**src/rtl/rr_arb_pkg.sv**
```systemverilog
// Shared types and sizing for the eight-way round-robin arbiter.
package rr_arb_pkg;

  localparam int unsigned N_REQ = 8;
  localparam int unsigned IDX_W = 3;

  typedef enum logic {
    ST_IDLE = 1'b0,
    ST_BUSY = 1'b1
  } state_e;

endpackage : rr_arb_pkg

```
**src/rtl/idx_dec3to8.sv**
```systemverilog
// Combinational 3-to-8 one-hot decoder: out_c[k] = (idx == k).
module idx_dec3to8
  import rr_arb_pkg::*;
(
  input  logic [IDX_W-1:0] idx,
  output logic [N_REQ-1:0] out_c
);

  always_comb begin
    out_c = '0;
    for (int k = 0; k < N_REQ; k++) begin
      out_c[k] = (idx == IDX_W'(k));
    end
  end

endmodule : idx_dec3to8

```
**src/rtl/rr_arb8.sv**
```systemverilog
// Eight-requester round-robin arbiter, grant held until owner drops req.
// Optional forced release after MAX_HOLD cycles when ARB_TIMEOUT_EN is defined.
module rr_arb8
  import rr_arb_pkg::*;
#(
  parameter int unsigned MAX_HOLD = 16
) (
  input  logic             clk,
  input  logic             rst_n,
  input  logic [N_REQ-1:0] req,
  output logic [N_REQ-1:0] gnt,
  output logic [IDX_W-1:0] gnt_idx,
  output logic             gnt_vld,
  output logic             preempt
);

  state_e             state_q, state_d;
  logic [IDX_W-1:0]   ptr_q, ptr_d;
  logic [IDX_W-1:0]   gnt_idx_q, gnt_idx_d;
  logic [N_REQ-1:0]   gnt_q, gnt_d;
  logic               gnt_vld_q, gnt_vld_d;
  logic               preempt_q, preempt_d;
  logic [N_REQ-1:0]   req_rot;
  logic [IDX_W-1:0]   first_idx;
  logic [IDX_W-1:0]   win_idx;
  logic [N_REQ-1:0]   dec_c;

`ifdef ARB_TIMEOUT_EN
  localparam int unsigned HOLD_W = $clog2(MAX_HOLD) + 1;
  logic [HOLD_W-1:0]  hold_cnt_q, hold_cnt_d;
`else
  logic unused_max_hold;
  assign unused_max_hold = (MAX_HOLD != 0);
`endif

  // Rotate req so that bit 0 is the requester at ptr, find first one, add ptr back.
  always_comb begin
    req_rot   = '0;
    first_idx = '0;
    for (int i = 0; i < N_REQ; i++) begin
      req_rot[i] = req[IDX_W'(i) + ptr_q];
    end
    for (int i = N_REQ - 1; i >= 0; i--) begin
      if (req_rot[i]) first_idx = IDX_W'(i);
    end
    win_idx = first_idx + ptr_q;
  end

  idx_dec3to8 u_dec (
    .idx   (gnt_idx_d),
    .out_c (dec_c)
  );

  always_comb begin
    state_d   = state_q;
    ptr_d     = ptr_q;
    gnt_idx_d = gnt_idx_q;
    preempt_d = 1'b0;
`ifdef ARB_TIMEOUT_EN
    hold_cnt_d = hold_cnt_q;
`endif
    unique case (state_q)
      ST_IDLE: begin
        if (|req) begin
          state_d   = ST_BUSY;
          gnt_idx_d = win_idx;
          ptr_d     = win_idx + IDX_W'(1);
`ifdef ARB_TIMEOUT_EN
          hold_cnt_d = '0;
`endif
        end
      end
      ST_BUSY: begin
        if (!req[gnt_idx_q]) begin
          state_d = ST_IDLE;
`ifdef ARB_TIMEOUT_EN
        end else if (hold_cnt_q == HOLD_W'(MAX_HOLD - 1)) begin
          state_d   = ST_IDLE;
          preempt_d = 1'b1;
        end else begin
          hold_cnt_d = hold_cnt_q + HOLD_W'(1);
`endif
        end
      end
      default: state_d = ST_IDLE;
    endcase
    gnt_vld_d = (state_d == ST_BUSY);
    gnt_d     = gnt_vld_d ? dec_c : '0;
  end

  always_ff @(posedge clk or negedge rst_n) begin
    if (!rst_n) begin
      state_q   <= ST_IDLE;
      ptr_q     <= '0;
      gnt_idx_q <= '0;
      gnt_q     <= '0;
      gnt_vld_q <= 1'b0;
      preempt_q <= 1'b0;
`ifdef ARB_TIMEOUT_EN
      hold_cnt_q <= '0;
`endif
    end else begin
      state_q   <= state_d;
      ptr_q     <= ptr_d;
      gnt_idx_q <= gnt_idx_d;
      gnt_q     <= gnt_d;
      gnt_vld_q <= gnt_vld_d;
      preempt_q <= preempt_d;
`ifdef ARB_TIMEOUT_EN
      hold_cnt_q <= hold_cnt_d;
`endif
    end
  end

  assign gnt     = gnt_q;
  assign gnt_idx = gnt_idx_q;
  assign gnt_vld = gnt_vld_q;
  assign preempt = preempt_q;

endmodule : rr_arb8

```
**config.mk**
```make
export PLATFORM = sky130hd
export DESIGN_NAME = rr_arb8
export DESIGN_NICKNAME = d
export VERILOG_FILES = /design/src/rtl/rr_arb_pkg.sv /design/src/rtl/idx_dec3to8.sv /design/src/rtl/rr_arb8.sv
export SDC_FILE = /design/constraint.sdc
export NUM_CORES = 1
export LEC_CHECK = 0
export CAP_MARGIN = 25
export CELL_PAD_IN_SITES_DETAIL_PLACEMENT = 0
export CELL_PAD_IN_SITES_GLOBAL_PLACEMENT = 1
export CORE_MARGIN = 2
export CORE_UTILIZATION = 44
export DETAILED_ROUTE_END_ITERATION = 12
export PLACE_DENSITY_LB_ADDON = 0.1
export SLEW_MARGIN = 5
export SYNTH_ARGS = -nofsm -noshare
export SYNTH_HDL_FRONTEND = slang
export SYNTH_SLANG_ARGS = --single-unit
```
**constraint.sdc**
```tcl
create_clock -name clk -period 6.2 [get_ports clk]
set_input_delay 1.55 -clock clk [delete_from_list [all_inputs] [get_ports clk]]
set_output_delay 1.55 -clock clk [all_outputs]
set_load 0.1 [all_outputs]
```
==> results.cfg <==
[sta]
hold_violations = 0
finalSetupViolations = 0
period_minus_slack_ns = 5.04
period_share_pct = 81.2
clock_skew_ns = 0.00143
tightest_slew_ns = 0.991
fmax_ghz = 0.199
slew_headroom_pct = 33.7
setup_tns_ns = 0
finalMaxSlewViolations = 0
rsz0062_at_grt = no

[critical_path]
cp_slowest_stage_delay_ns = 0.54
reg2reg_slack_ns = 1.63
critPathCaptureType = flip-flop
critical_path.startpoint_type = input port
r2r_start = ptr_q[0]
cp_top_family = simple AND/OR/NAND/NOR gates
cp_num_buf_inv = 2
cp_data_required_time_ns = 6.41
path_class = input port to flip-flop
slowest_stage = clkdlybuf4s50_1
worst-path-max-fanout = 8
crit_chain = clkdlybuf4s50_1, mux4_2, or2_1, a31oi_1, o22a_1, o21ai_0, a221oi_1, ha_1, inv_1, fa_1, nand2b_1, xnor2_1, or2_2, mux2i_1, xnor2_1
path_common_cell = xnor2_1
cp.arrival_ns = 5.24
startpoint = req[2]

[cts]
cts.path.max_buffers = 2
clk_pin_slew_ns = 0.08
cts-resized-gates = 0
clock_sinks = 15
worstSkewPairLatency_ns = 0.28
cts_tree = done
cts_buffers = 3
post-cts-setup-buffers = 0
postCtsHoldBufs = 0
root_buffer = clkbuf_4
cts.htree.levels = 1

[place]
dpl.hpwl_um = 2430
routabilityCongestion = 0.869
port_buffers = 21
dp_cells = 201
dpl_cell_area_um2 = 1630

[route]
routed-via-count = 1204
wl_met2_um = 1620
wl_per_cell_um = 15.6
avgViaCountPerCell = 5.87
drt-total-wl_um = 3200
wl_met3_um = 101
drt_pass1_iterations = 4
wl_met1_um = 1440
antenna_left = 0
maxUsedRoutingLayer = met4
drt_iter0_drc = 93
drc = 0

[global_routing]
grt-ovfl-total = 0
grt_pass1_vias = 1142
grt_pass1_wl_um = 5380
grt_usage_pct = 19.3
antenna_found_initial = 0
grt_max_degree = 24

[floorplanning]
dieArea_um2 = 3700
die_x_um = 60.9
start_util_pct = 46.6
num_rows = 20
ios = 23
die_h_um = 60.9
core-area_um2 = 3050

[layout]
syn2layout_area_growth_pct = 16.7
final_cell_area_um2 = 1660
final_cells = 205
antennaDiodeCount = 0
fin_nets = 176
final_core_util_pct = 54.4
post_route_cells_drive_above_1_share_pct = 15.5

[logic_synthesis]
ys_top_cells_by_area = dfrtp_1, mux4_2, mux2i_1, nand2_1, mux2_2
synth_area_per_cell_um2 = 9.74
netlist_area_um2 = 1420
synth_cell_types = 47
yosysSeqAreaShare_pct = 26.4
synth_fp_nets = 160
ys_ff_latch = 15
synth_top_area_share_pct = 26.4
synthCells = 146
synth_top_cell_by_area = dfrtp_1
ys_warn_count = 0

[job]
cap_viol_max_count = 0

[min_path]
min_from = gnt_idx[0]
hold_class = flip-flop to flip-flop

[run_status]
run_status = completed
kinds of logic after synthesis:
group | share of synthesized area, %
buf+inv | 5.10
xor+xnor | 4.84
simple gates | 13.9
flops | 26.4
compound gates | 21.6
mux | 23.8
other cells | 0.264
fa+ha+maj | 4.05
layout make-up:
cell class                      instances  area, µm²
Fill cell                             283       1390
Sequential cell                        15        375
Timing Repair Buffer                   21        210
Tap cell                               44       55.1
Inverter                                5       18.8
Multi-Input combinational cell        116        975
Clock buffer                            4       26.3
Yosys cell counts, drive strengths merged:
| cell | instances |
|---|---|
| o22a | 2 |
| buf | 6 |
| a21o | 1 |
| nand4b | 1 |
| o21ai | 10 |
| clkbuf | 4 |
| nand3 | 8 |
| or2 | 4 |
| nand2b | 3 |
| nand4 | 1 |
| inv | 5 |
| o211ai | 2 |
| a21oi | 8 |
| conb | 1 |
| xnor2 | 6 |
| xor2 | 1 |
| nand2 | 18 |
| mux2 | 7 |
| mux4 | 8 |
| nand3b | 1 |
| o311ai | 1 |
| a31o | 2 |
| nor2 | 3 |
| o211a | 4 |
| fa | 1 |
| mux2i | 8 |
| a221oi | 1 |
| a211o | 1 |
| o31ai | 1 |
| a22oi | 1 |
| ha | 3 |
| a32o | 1 |
| a31oi | 3 |
| a21boi | 1 |
| o32ai | 1 |
| dfrtp | 15 |
| nor4 | 2 |
sequential cells by signal (all words and copies together) (netlist names):
register / cells
gnt: 8
gnt_idx: 3
gnt_vld: 1
ptr_q: 3
routing by layer:
metal | global-route usage, % | vias to the layer above
met4 | 7.14 | 0
met5 | 0 | -
li1 | - | 583
met2 | 32.6 | 22
met1 | 25.1 | 595
met3 | 2.99 | 4
cells in the final DEF, fill, tap and decap left out, drive strengths merged, types with 2 or more instances in the layout:
cell	instances
a21oi	8
a31o	2
a31oi	3
clkbuf	4
clkdlybuf4s50	21
dfrtp	15
ha	3
inv	5
mux2	7
mux2i	8
mux4	8
nand2	18
nand2b	3
nand3	8
nor2	3
nor4	2
o211a	4
o211ai	2
o21ai	10
o22a	2
or2	4
xnor2	6
worst reg2reg max path, cell delays in order, from the launching register on:
cell and delay, ns:
dfrtp_1 0.76, inv_1 0.14, ha_1 0.54, mux4_2 0.60, mux2_2 0.31, o22a_1 0.18
o21ai_0 0.16, a221oi_1 0.11, ha_1 0.23, inv_1 0.06, fa_1 0.49, nand2b_1 0.21
xnor2_1 0.14, or2_2 0.27, mux2i_1 0.16, xnor2_1 0.13
path summary, 6_finish.rpt:
kind,end,cells past startpoint
min in group asynchronous,gnt[3],1
hold / removal,gnt_idx[0],2
setup / recovery,ptr_q[2],15
hold reg to reg,gnt_idx[0],2
max in group asynchronous,ptr_q[1],1
setup reg to reg,ptr_q[2],15
stage by stage:
stage	worst slack (ns)	hold WS [ns]
2_1_floorplan	1.75	0.768
3_3_place_gp	0.891	0.634
3_5_place_dp	0.870	0.652
4_1_cts	1.16	0.673
5_1_grt	0.973	0.703
6_report	1.16	0.669
Power is not shown: default switching activity piles up to over one toggle a cycle in this logic, so the estimate is an artifact.
